**src/rtl/cam_match_iter.sv**
```systemverilog
// Iterates the set bits of a 64-bit CAM hit vector, lowest index first, over a valid/ready port.
// Optional CAM_MATCH_ITER_CNT_EN adds a registered popcount (match_cnt) of each accepted vector.
module cam_match_iter (
  input  logic        clk,
  input  logic        rst,
  input  logic        match_valid,
  output logic        match_ready,
  input  logic [63:0] match_vec,
  input  logic        flush,
  output logic        idx_valid,
  input  logic        idx_ready,
  output logic [5:0]  idx,
  output logic        idx_last,
  output logic        miss,
  output logic        busy
`ifdef CAM_MATCH_ITER_CNT_EN
  ,
  output logic [6:0]  match_cnt
`endif
);

  typedef enum logic [0:0] {
    IDLE = 1'b0,
    ITER = 1'b1
  } state_t;

  state_t      state_r, state_nxt;
  logic [63:0] pending_r, pending_nxt;
  logic        miss_r, miss_nxt;
  logic        accept_s, transfer_s, vec_zero_s;
  logic [5:0]  idx_s;
  logic        idx_last_s;

  function automatic logic [5:0] lsb_index(input logic [63:0] v);
    lsb_index = 6'd0;
    for (int i = 63; i >= 0; i--) begin
      if (v[i]) begin
        lsb_index = i[5:0];
      end else begin
        lsb_index = lsb_index;
      end
    end
  endfunction

  function automatic logic single_bit(input logic [63:0] v);
    single_bit = (v != 64'd0) && ((v & (v - 64'd1)) == 64'd0);
  endfunction

  assign accept_s    = match_valid & match_ready;
  assign transfer_s  = idx_valid & idx_ready;
  assign vec_zero_s  = (match_vec == 64'd0);
  // Pending is zero whenever idle, so idx/idx_last naturally read 0 there.
  assign idx_s       = lsb_index(pending_r);
  assign idx_last_s  = single_bit(pending_r);

  assign match_ready = (state_r == IDLE);
  assign idx_valid   = (state_r == ITER);
  assign busy        = (state_r == ITER);
  assign idx         = idx_s;
  assign idx_last    = idx_last_s;
  assign miss        = miss_r;

  // State, pending vector and miss pulse registers.
  always_ff @(posedge clk) begin
    if (rst) begin
      state_r   <= IDLE;
      pending_r <= 64'd0;
      miss_r    <= 1'b0;
    end else begin
      state_r   <= state_nxt;
      pending_r <= pending_nxt;
      miss_r    <= miss_nxt;
    end
  end

  // Next-state logic; flush outranks a coincident transfer.
  always_comb begin
    state_nxt   = state_r;
    pending_nxt = pending_r;
    miss_nxt    = 1'b0;
    case (state_r)
      IDLE: begin
        if (accept_s) begin
          miss_nxt = vec_zero_s;
          if (vec_zero_s) begin
            pending_nxt = 64'd0;
            state_nxt   = IDLE;
          end else begin
            pending_nxt = match_vec;
            state_nxt   = ITER;
          end
        end else begin
          state_nxt = IDLE;
        end
      end
      ITER: begin
        if (flush) begin
          pending_nxt = 64'd0;
          state_nxt   = IDLE;
        end else if (transfer_s) begin
          pending_nxt = pending_r & ~(64'd1 << idx_s);
          if (idx_last_s) begin
            state_nxt = IDLE;
          end else begin
            state_nxt = ITER;
          end
        end else begin
          state_nxt = ITER;
        end
      end
      default: begin
        pending_nxt = 64'd0;
        state_nxt   = IDLE;
      end
    endcase
  end

`ifdef CAM_MATCH_ITER_CNT_EN
  function automatic logic [6:0] popcount64(input logic [63:0] v);
    popcount64 = 7'd0;
    for (int i = 0; i < 64; i++) begin
      popcount64 = popcount64 + {6'd0, v[i]};
    end
  endfunction

  logic [6:0] match_cnt_r;

  // Hit count of the most recently accepted vector, zero vectors included.
  always_ff @(posedge clk) begin
    if (rst) begin
      match_cnt_r <= 7'd0;
    end else if (accept_s) begin
      match_cnt_r <= popcount64(match_vec);
    end else begin
      match_cnt_r <= match_cnt_r;
    end
  end

  assign match_cnt = match_cnt_r;
`endif

endmodule
```
**config.mk**
```make
export PLATFORM = sky130hd
export DESIGN_NAME = cam_match_iter
export DESIGN_NICKNAME = d
export VERILOG_FILES = /design/src/rtl/cam_match_iter.sv
export SDC_FILE = /design/constraint.sdc
export NUM_CORES = 1
export LEC_CHECK = 0
export CAP_MARGIN = 25
export CORE_UTILIZATION = 50
export DETAILED_ROUTE_END_ITERATION = 16
export DONT_BUFFER_PORTS = 1
export MAX_ROUTING_LAYER = met4
export PLACE_DENSITY = 0.68
export RECOVER_POWER = 25
export SLEW_MARGIN = 10
export SYNTH_ARGS = -nofsm -noshare
export SYNTH_HDL_FRONTEND = slang
export SYNTH_SLANG_ARGS = --single-unit
```
**constraint.sdc**
```tcl
create_clock -name clk -period 2.9 [get_ports clk]
set_input_delay 0.58 -clock clk [delete_from_list [all_inputs] [get_ports clk]]
set_output_delay 0.58 -clock clk [all_outputs]
set_load 0.02 [all_outputs]
```
======== Word level (Yosys, flattened, before mapping) ========
Index checks and enable logic that the tools add are counted.
word-level totals
  flip-flop bits (word level) ............. 66
  bits of input ports ..................... 69
  output and inout bits ................... 11
  logic and storage cells ................. 95
operators by class
  add/subtract/negate cells ............... 1
  equal/unequal tests ..................... 2
  shift operators ......................... 1
  muxes and demuxes ....................... 75
  bitwise operators ....................... 7
  reduce and logical (&&, ||, !) cells .... 6
operators with widths
  kind                                                                  number
  6-bit two-way mux                                                     64
  64-bit two-way mux                                                    4
  64-bit AND                                                            2
  64-bit logical NOT                                                    2
  64-bit case mux with 2 select lines                                   1
  64-bit inverter                                                       1
  64-bit nonzero test                                                   1
  1-bit by 6-bit left shift with 64-bit output, first input constant    1
  64-bit by 1-bit subtractor with 64-bit output, second input constant  1
  1-bit two-way mux                                                     5
  3-bit by 2-bit != test with 1-bit output, second input constant       1
  3-bit OR reduction                                                    1
  1-bit AND                                                             2
  2-bit by 1-bit != test with 1-bit output, second input constant       1
  1-bit inverter                                                        2
  1-bit case mux with 2 select lines                                    1
  2-bit AND reduction                                                   1
  1-bit logical AND                                                     1

======== Logic depth before layout (Yosys ltp) ========
Gate-level depths: netlist of the first run.
  word-level depth ........................ 70
  depth in mapped cells ................... 12
  gate-level depth less buffers ........... 9

======== Worst setup path before layout of the first run ========
Ideal clock, no wire load.
  kind .................................... register to output
  from .................................... register pending_r[13]
  to ...................................... output port idx_last
  arrival ................................. 2.704 ns
  required time ........................... 2.320 ns
  slack ................................... -0.384 ns
  stages on the path, launching flop included .. 9
  path buffers ............................ 1
  cells stage by stage .................... dfxtp_1 > buf_6 > or4_4 > nor4_4 > nand2_2 > o32a_1 > nor4_1 > o2111ai_1 > nor3b_1
on the way
  longest elaborated chain between the ends .. 4
  elaborated cells on any way between the ends .. 5
  those cells by class .................... add/sub (1); bitwise (1); reduce/logical (3)
ends and longest elaborated chain
  item                                           line  text
  start, declared                                28    logic [63:0] pending_r, pending_nxt;
  start signal, assigned                         71    pending_r <= pending_nxt;
  64-bit by 1-bit subtractor with 64-bit output  46    single_bit = (v != 64'd0) && ((v & (v - 64'd1)) == 64'd0);
  64-bit AND                                     46
  64-bit logical NOT                             46
  1-bit logical AND (*)                          46
  end, declared                                  13    output logic idx_last,
Mark *: on every way between the ends. The rest lies on a longest branch, timed or not.

======== Final worst setup path of the first run ========
  from .................................... register pending_r[2]
  to ...................................... output port idx_last
The elaborated chain is that of the path after synthesis.

==> results.cfg, run 1 <==
[timing]
max_freq_ghz = 0.278
worst_slack_ns = -0.693
fin_crit_ns = 3.59
finalSetupTns_ns = -13.90
relSlewSlack_pct = 28.5
fin_hold_ws_ns = 0.271
finalHoldViolCount = 0
slew_violations = 0
tightest_slew_ns = 1.07
rsz0062_at_grt = true
fin_worst_skew_ns = 0.00890
setup_viol = 66
fin_crit_sh_pct = 124

[die]
start_util_pct = 52.0
fp.dieW_um = 103
chipHeight_um = 103
ios = 80
core_mm2 = 0.00982
dieArea_mm2 = 0.0106
num_rows = 36

[clock_tree]
clock-sinks = 66
cts_inserted_buffers = 9
cts_root_buf = clkbuf_8
clk_latency_ns = 0.37
htreeDepth = 3
cts_tree = done
clkTransAtPathRegs_ns = 0.08
postCtsHoldBufs = 0
clock_path_buffers = 2

[grt]
antenna_found_initial = 2
overflow = 0
grtUsageTotal_pct = 46.4
grt_pass1_wl_um = 35000
grt_pass1_vias = 6485
grt_start_max_net_pins = 52

[setup_path]
rr_startpoint = pending_r[2]
critPathLaunch = pending_r[2]
cp_max_fo = 4
crit_chain = or4_4, nor4_4, buf_4, nand2_4, buf_4, o41ai_4, nand3_1, or3b_4, nor3b_4
start_kind = flop
crit_top_cell = buf_4
end_kind = primary output
cp_slowest_stage_delay_ns = 0.53
cpMaxStageDelayCell = or4_4
timing.critical_path.buf_inv = 2
worstPathArrival_ns = 3.01
critPathKind = flop to primary output
required_ns = 2.32
path_delay_family = simple AND/OR/NAND/NOR gates

[synthesis]
synth_compound_area_share_pct = 35.8
ys_warn_count = 0
muxShareOfSynthArea_pct = 0
synth_cell_types = 72
synth_xor_area_share_pct = 0
synth_edf_count = 0
synth_top_flop_cell = dfxtp_1
ys_seq_area_share_pct = 25.9
syn_area_per_cell_um2 = 7.33
async_flop_share_pct = 0
ys_seq_elements = 66
synth_fa_ha_area_share_pct = 0.196
synth_top_family_by_area = compound AO/OA/AOI/OAI gates
synth-simple-area-share_pct = 31.1
synth_cells = 697
synth_nets = 766
syn_area_mm2 = 0.00511

[route]
drt_iter0_drc = 635
via_per_inst = 7.01
finalWirelength_um = 24500
wire_per_inst_um = 25.1
drc = 0
dr_total_vias = 6848
first_pass_iters = 7
ant_nets = 0

[power_and_ir_drop]
powerDensity_mw_per_mm2 = 513
p_sw_mw = 1.50
peakVddDrop_uv = 533
seq_power_share_pct = 27.2
power_mw = 3.78
intPower_mw = 2.28
pwr-share-comb_pct = 48.7
switching_share_pct = 39.6
p_leak_nw = 2.83
p_clk_share_pct = 24.2

[finish]
drive_above_1_share_pct = 39.0
final_cells = 977
syn_to_final_growth_pct = 44.0
fin_nets = 906

[outcome]
status = finished, violations left
violations = setup timing

[flow_run]
cap_violations = 0

[min_path]
hold_path_class = primary input to flop
worstHoldStart = rst

[placement]
gp_congestion = 1.04
place_inst = 938
portBuffers = 0
hpwl_um = 17300
[layout make-up]
cell class / instances / area (um^2)
antenna: 2 / 5.00
multi-input combinational: 545 / 3930
tap: 133 / 166
clock inverter: 5 / 77.6
timing repair buffer: 196 / 1610
fill: 743 / 2460
clock buffer: 11 / 141
sequential: 66 / 1350
inverter: 19 / 71.3
[registers in the layout (all words and copies together) (netlist names)]
signal	flops
pending_r	64
miss	1
busy	1
[logic make-up (layout without fill, tap and decap cells)]
kind of cell / Yosys count / after routing
flip-flops: 66 / 66
adder cells (fa/ha/maj): 1 / 1
AND/OR/NAND/NOR: 294 / 294
buffers and inverters: 86 / 231
AO/OA/AOI/OAI: 250 / 250
other: 0 / 2
[power groups by stage]
stage / registers (mW) / clock network [mW] / logic (mW)
floorplan: 1.03 / 0 / 0.789
global placement: 1.03 / 0 / 1.44
detailed placement: 1.04 / 0 / 1.45
CTS: 1.02 / 0.905 / 1.60
global route: 1.03 / 0.939 / 1.91
finish: 1.03 / 0.914 / 1.84
[through the flow]
step                      worst slack (ns)  instance area [um^2]  util [%]
after CTS                           -0.737                  6890      70.1
after floorplan                     -0.156                  5130         -
after global placement              -0.283                  6340      64.6
final                               -0.693                  7360      74.9
after global routing                -0.808                  7360      74.9
after detailed placement            -0.386                  6340      64.6
[cell usage in the layout (no fill, tap or decap), types with 25 or more instances in the layout]
master and count:
a21oi_1 35, a22oi_1 32, buf_4 165, buf_6 27, dfxtp_1 47, nand2_1 81, nand3_1 25, nor2_1 45
nor4_1 29, o21ai_0 29
[Yosys cell counts, types with 4 or more instances]
master	number	share of area, %
o211ai_1	4	0.59
a31o_2	5	0.86
nor2_1	55	4.0
o31ai_1	11	1.6
nand4_1	10	1.2
nor3_1	23	2.3
clkbuf_1	45	3.3
o21bai_1	4	0.59
nor4_1	36	4.4
inv_1	16	1.2
a22oi_1	32	4.7
o31a_1	5	0.86
nand2b_1	7	0.86
and2_1	4	0.49
nand2_1	84	6.2
o2111ai_1	5	0.86
o22ai_1	5	0.61
nand3_1	25	2.4
a31o_1	13	2.2
a211oi_1	13	1.9
or4_1	12	1.8
or3_1	4	0.49
nor4_2	4	0.98
nor2b_1	4	0.49
a22o_1	16	2.7
o21ai_0	34	3.3
nor4_4	5	2.1
a311oi_1	23	3.9
buf_2	18	1.8
a21oi_1	37	3.6
a31oi_1	6	0.73
dfxtp_1	66	26
a2111oi_0	5	0.86
o21ai_1	6	0.59
[worst register-to-register path, stage by stage, from the launching register on]
cell,delay [ns]
dfxtp_4,0.37
buf_4,0.13
buf_6,0.11
or2_4,0.23
or3_4,0.38
a2111oi_4,0.18
buf_4,0.17
nand4_1,0.12
o21ai_0,0.59
buf_6,0.20
buf_4,0.11
o311ai_4,0.10
buf_6,0.18
o21ai_1,0.11
a22o_1,0.14
[final timing paths]
check                  end  slack, ns  depth (start not counted)
max               idx_last      -0.69                          9
min          pending_r[57]       0.27                          1
max reg2reg  pending_r[11]      -0.29                         14
min reg2reg  pending_r[35]       0.58                          1
[routing by layer]
layer	wire length, um	vias to the layer above	global-route usage (%)
li1	-	3004	-
met1	9430	3176	56.5
met2	10600	567	67.7
met3	3390	101	15.3
met4	1080	0	24.3
met5	0	-	-
[repair_timing]
item,CTS,global route
setup endpoints to repair,39,56
buffers inserted,14,9
gates cloned,0,1
pin swaps,26,37
gates resized for setup,67,87
Note: power is estimated with default switching activity, not from simulation.
==> run 2, diff against run 1 <==
- SKIP_LAST_GASP: not set -> 1
==> run 2 against run 1 <==
The run still ends with setup timing left. Core utilization rose by 1.9 points. Routed wire length up 4.3%. Sequential power about the same. Cell count rose by 0.61%. Clock skew up 0.00058 ns. Register-to-register slack got worse by 0.02 ns. Sequential share of layout area decreased by 0.43 points. Hold slack worse by 0.0038 ns. Global-route usage is the same. Sequential cell count unchanged. Critical endpoint unchanged. Highest routed layer unchanged.
==> results.cfg, run 2 (synthesis results as in run 1) <==
[outcome]
status = finished, violations left
violations = setup timing

[timing]
rsz0062_at_grt = true
setup_viol = 50
relSlewSlack_pct = 29.5
max_freq_ghz = 0.276
tightest_slew_ns = 1.06
finalHoldViolCount = 0
fin_crit_sh_pct = 125
finalSetupTns_ns = -11.56
fin_crit_ns = 3.63
fin_worst_skew_ns = 0.00949
worst_slack_ns = -0.727
fin_hold_ws_ns = 0.267
slew_violations = 0

[power_and_ir_drop]
powerDensity_mw_per_mm2 = 519
p_leak_nw = 2.89
power_mw = 3.92
peakVddDrop_uv = 469

[finish]
utilization_pct = 76.8
seqCellArea_mm2 = 0.00135
regMostFlops = pending_r
largest_register_ffs = 64
layout_commonest_cell = buf_4
drive_above_1_share_pct = 41.7
multi_input_area_mm2 = 0.00403
final_cell_mix = buf_4, nand2_1, dfxtp_1
fill_cells = 694
fin_area_mm2 = 0.00754
syn_to_final_growth_pct = 47.6
final_cells = 983
fin_nets = 912

[grt]
grt_pass1_wl_um = 35000
met1_usage_pct = 56.6
grt_start_max_net_pins = 52
busiest_layer = met2
grtUsageMet2_pct = 67.8
grtUsageTotal_pct = 46.4
overflow = 0
use_met3_pct = 14.8
antenna_found_initial = 2
grt_pass1_vias = 6488

[die]
core_mm2 = 0.00982
fp.dieW_um = 103
ios = 80
chipHeight_um = 103
dieArea_mm2 = 0.0106
start_util_pct = 52.0
num_rows = 36

[route]
dr_total_vias = 7041
via_per_inst = 7.16
wire_per_inst_um = 26.0
finalWirelength_um = 25500
drt_iter0_drc = 736
drc = 0
ant_nets = 0
first_pass_iters = 5

[clock_tree]
cts_root_buf = clkbuf_8
cts_tree = done
clkTransAtPathRegs_ns = 0.08
clock_path_buffers = 2
clk_latency_ns = 0.37
cts_inserted_buffers = 9
htreeDepth = 3
clock-sinks = 66

[flow_run]
cap_violations = 0

[min_path]
min_path_cells = 1
hold_path_class = primary input to flop
hold_end = pending_r[56]
worstHoldStart = rst

[setup_path]
start_kind = flop
end_kind = primary output
rr_startpoint = pending_r[2]
required_ns = 2.32
ff2ff_path_depth = 16
cp_max_fo = 7
r2r_end = pending_r[16]
r2r_slack_ns = -0.31
critPathKind = flop to primary output
worstPathArrival_ns = 3.05

[placement]
gp_congestion = 1.04
post-place-ws_ns = -0.386
hpwl_um = 17300
placedInstanceArea_mm2 = 0.00634
portBuffers = 0
place_inst = 938
run 2: changes by cell type in the layout (fill, tap and decap cells not counted), moves of 2 or more:
cell / delta
a311oi_1: -4
o21ai_0: -9
a311oi_2: +4
nor2_4: +4
o21ai_2: +9
and4_4: -2
nor2_1: -3
buf_6: +2
and4_2: +2
run 2: routing by layer:
layer	vias to the layer above	wire length [um]
met4	0	1290
met2	638	10900
li1	3008	-
met1	3273	9680
met3	122	3670
met5	-	0
run 2: where the power goes:
| part | leakage [nW] | internal [mW] | total, mW | switching, mW |
|---|---|---|---|---|
| Sequential | 0.551 | 0.965 | 1.03 | 0.0615 |
| Clock | 0.109 | 0.505 | 0.910 | 0.405 |
| Combinational | 2.23 | 0.879 | 1.98 | 1.10 |
run 2: cell type report:
| cell class | instances | area share, % |
|---|---|---|
| Multi-Input combinational cell | 545 | 53.4 |
| Timing Repair Buffer | 202 | 22.6 |
| Sequential cell | 66 | 17.9 |
| Tap cell | 133 | 2.21 |
| Clock buffer | 11 | 1.87 |
| Clock inverter | 5 | 1.03 |
| Inverter | 19 | 0.946 |
| Antenna cell | 2 | 0.0664 |
run 2: critical path, cell delays in order, from the launching register on:
cell and delay, ns:
dfxtp_4 0.35, buf_6 0.12, nor4_4 0.43, nand4_4 0.23
clkbuf_16 0.23, nor3_1 0.29, a221oi_1 0.24, or3b_4 0.44
nor3b_4 0.34
run 2: timing repair:
item | in CTS | in global routing
cloned | 0 | 2
hold buffers | 0 | 0
gates resized for setup | 65 | 123
pin swaps | 24 | 41
setup endpoints to repair | 39 | 58
buffers inserted | 14 | 14
run 2: how the worst max path moves through the flow:
stage	from	to	slack [ns]	cells past startpoint
2_1_floorplan	pending_r[13]	idx_last	-0.16	8
3_3_place_gp	pending_r[1]	idx_last	-0.28	8
3_5_place_dp	pending_r[1]	idx_last	-0.39	8
4_1_cts	pending_r[5]	idx_last	-0.74	8
5_1_grt	pending_r[5]	idx_last	-0.81	9
6_report	pending_r[5]	idx_last	-0.73	8
==> run 3, diff against run 2 <==
- GPL_ROUTABILITY_DRIVEN: not set -> 1
==> results of run 3 <==
Same layout as run 2: the final DEF is identical, and so are final timing and power.
==> RTL change: new RTL, flow settings as in run 2 <==
Build with the macro `CAM_MATCH_ITER_CNT_EN` defined.
--- a/src/rtl/cam_match_iter.sv
+++ b/src/rtl/cam_match_iter.sv
@@ -1,5 +1,7 @@
 // Iterates the set bits of a 64-bit CAM hit vector, lowest index first, over a valid/ready port.
 // Optional CAM_MATCH_ITER_CNT_EN adds a registered popcount (match_cnt) of each accepted vector.
+`define CAM_MATCH_ITER_CNT_EN
+
 module cam_match_iter (
   input  logic        clk,
   input  logic        rst,
New outputs: match_cnt. Function: not settled (the Yosys comparison gave no result); the edit may change what the design does.
==> RTL change against run 2 <==
Power rose to 3.1 times the old value. Non-clock buffer count decreased by 2. The flow still finishes with violations (setup timing). Combinational power rose to 4.9 times the old value. Setup slack got worse by 2200 ps. Sequential power rose by 17%. Cell area grew 28%. Via count rose by 18%. Sequential cell count is 7 higher. Fmax decreased by 38%. Routed wire length is 14% higher. Register-to-register slack worse by 220 ps. Worst hold slack better by 52 ps. Synthesized area increased by 41%.
==> RTL change: results (changes against run 2) <==
[critical_path]
path_max_fanout = 4  ; -3
worstPathRequired_ps = 3160  ; +840 ps

[grt]
antenna_found_initial = 0  ; -2
grt_start_max_net_pins = 75  ; +44%
grt_pass1_vias = 7895  ; +22%
grt_pass1_wl_mm = 43.7  ; +25%

[logic_synthesis]
netlist_top_cells_area = dfxtp_1, fa_1, inv_1
synth-xor-area-share_pct = 0.365  ; +0.37 points
synth_mux_area_share_pct = 0  ; unchanged
synthesis.nets = 1077  ; +41%
ys_seq_area_share_pct = 20.3  ; -5.6 points
yosysUniqueCellTypes = 68  ; -5.6%
synth_compound_area_share_pct = 29.4  ; -6.4 points
synth_fa_ha_area_share_pct = 17.9  ; +18 points
ys_top_cells_by_count = inv_1, dfxtp_1, clkbuf_1

[cells_and_area]
fin_nets = 1207  ; +32%
diodes = 0  ; -2
fin_cells = 1253  ; +27%
final_layout_size_suffix_gt1_share_pct = 30.3  ; -11 points

[power_and_ir_drop]
p_leak_nw = 4.02  ; +39%
ir_worst_vdd_mv = 5.44  ; +1100%

[routing]
avgViaCountPerCell = 6.65  ; -7.2%
wl_per_cell_um = 23.3  ; -10%
drt_first_iter_violations = 1273  ; +73%
first_pass_iters = 6  ; +1

[sta]
setup_violations = 32  ; -36%
setup_ws_ps = -2940  ; -2220 ps
maxSlewHeadroom_pct = 27.8  ; -1.7 points
fin_setup_tns_ps = -21540  ; -9970 ps
clock_skew_ps = 5.70  ; -3.79 ps

[run_status]
failed_checks = setup timing
outcome = finished with violations

[worst_hold_path]
hp-class = input port to register

[clocking]
cts.clk_slew.worst_paths_ps = 60  ; -20 ps
worstSkewPairLatency_ps = 330  ; -40 ps
cts_root_buf = clkbuf_16

[placed_design]
place_area_mm2 = 0.00855  ; +35%
dp_hpwl_mm = 21.8  ; +26%
place_ws_ps = -3280  ; -2890 ps
place.gp.congestion = 0.999  ; -4.0%
dp.cells = 1214  ; +29%

-- RTL change: changes by cell type in the layout (fill, tap and decap cells not counted), sizes merged, moves of 16 or more --
cell,change
a21oi,+16
ha,+16
fa,+54
a31o,-18
inv,+89
a22o,-16
a22oi,+16
-- RTL change: cell families (layout without fill, tap and decap cells) --
group                      Yosys count  after routing
buffers and inverters              189            324
adders and majority gates           71             71
AOI/OAI and AO/OA                  299            299
xor gates and xnor gates             3              3
and+or+nand+nor                    303            303
DFF                                 73             73
-- RTL change: what timing repair did --
item / 4_1_cts / 5_1_grt
gates resized for setup: 73 / 81
endpoints found under the setup margin: 50 / 56
pin swaps: 23 / 36
buffers inserted: 11 / 16
gates cloned: 0 / 1
-- RTL change: final timing paths --
| check | from | endpoint | slack (ps) | cells after the start |
|---|---|---|---|---|
| setup reg to reg | pending_r[1] | busy | -530 | 9 |
| hold / removal | rst | pending_r[38] | 320 | 1 |
| hold reg to reg | match_cnt[2] | match_cnt[2] | 560 | 2 |
| setup / recovery | match_vec[53] | match_cnt[6] | -2940 | 23 |
-- RTL change: critical path, cell delays in order --
cell and delay, ps:
fa_1 530, inv_2 40, fa_2 530, inv_2 40, fa_1 480, inv_1 50
fa_1 500, inv_1 60, fa_1 500, inv_2 40, fa_2 550, fa_2 450
fa_1 450, inv_2 80, ha_4 140, inv_2 30, fa_2 360, nor2b_4 130
o21ai_1 70, nand2b_1 110, a21o_1 140, a211oi_2 60, nor3_1 170
-- RTL change: routing by layer --
layer  track usage [%]  vias up  wire length (um)
li1                  -     3708                 -
met1              53.3     3961             11400
met2              60.6      567             13200
met3              7.77       95              3300
met4              17.6        0              1360
met5                 -        -                 0
-- RTL change: power breakdown --
part           switching [mW]  internal, mW
combinational            4.55          5.09
sequential             0.0891          1.11
clock                   0.426         0.797
total                    5.07          6.99
-- RTL change: area by class of cell --
cell class / instances / area, um^2
clock buffers: 11 / 253
clock inverters: 5 / 77.6
fillers: 1186 / 4320
inverters: 108 / 405
multi-input cells: 676 / 5590
flip-flops and latches: 73 / 1470
well taps: 180 / 225
repair buffers: 200 / 1650
-- RTL change: stage by stage --
stage / hold slack [ps] / util [%]
after floorplan: 518 / -
after global placement: 537 / 61.1
after detailed placement: 545 / 61.1
after CTS: 316 / 66.0
after global routing: 317 / 69.1
final: 320 / 69.1
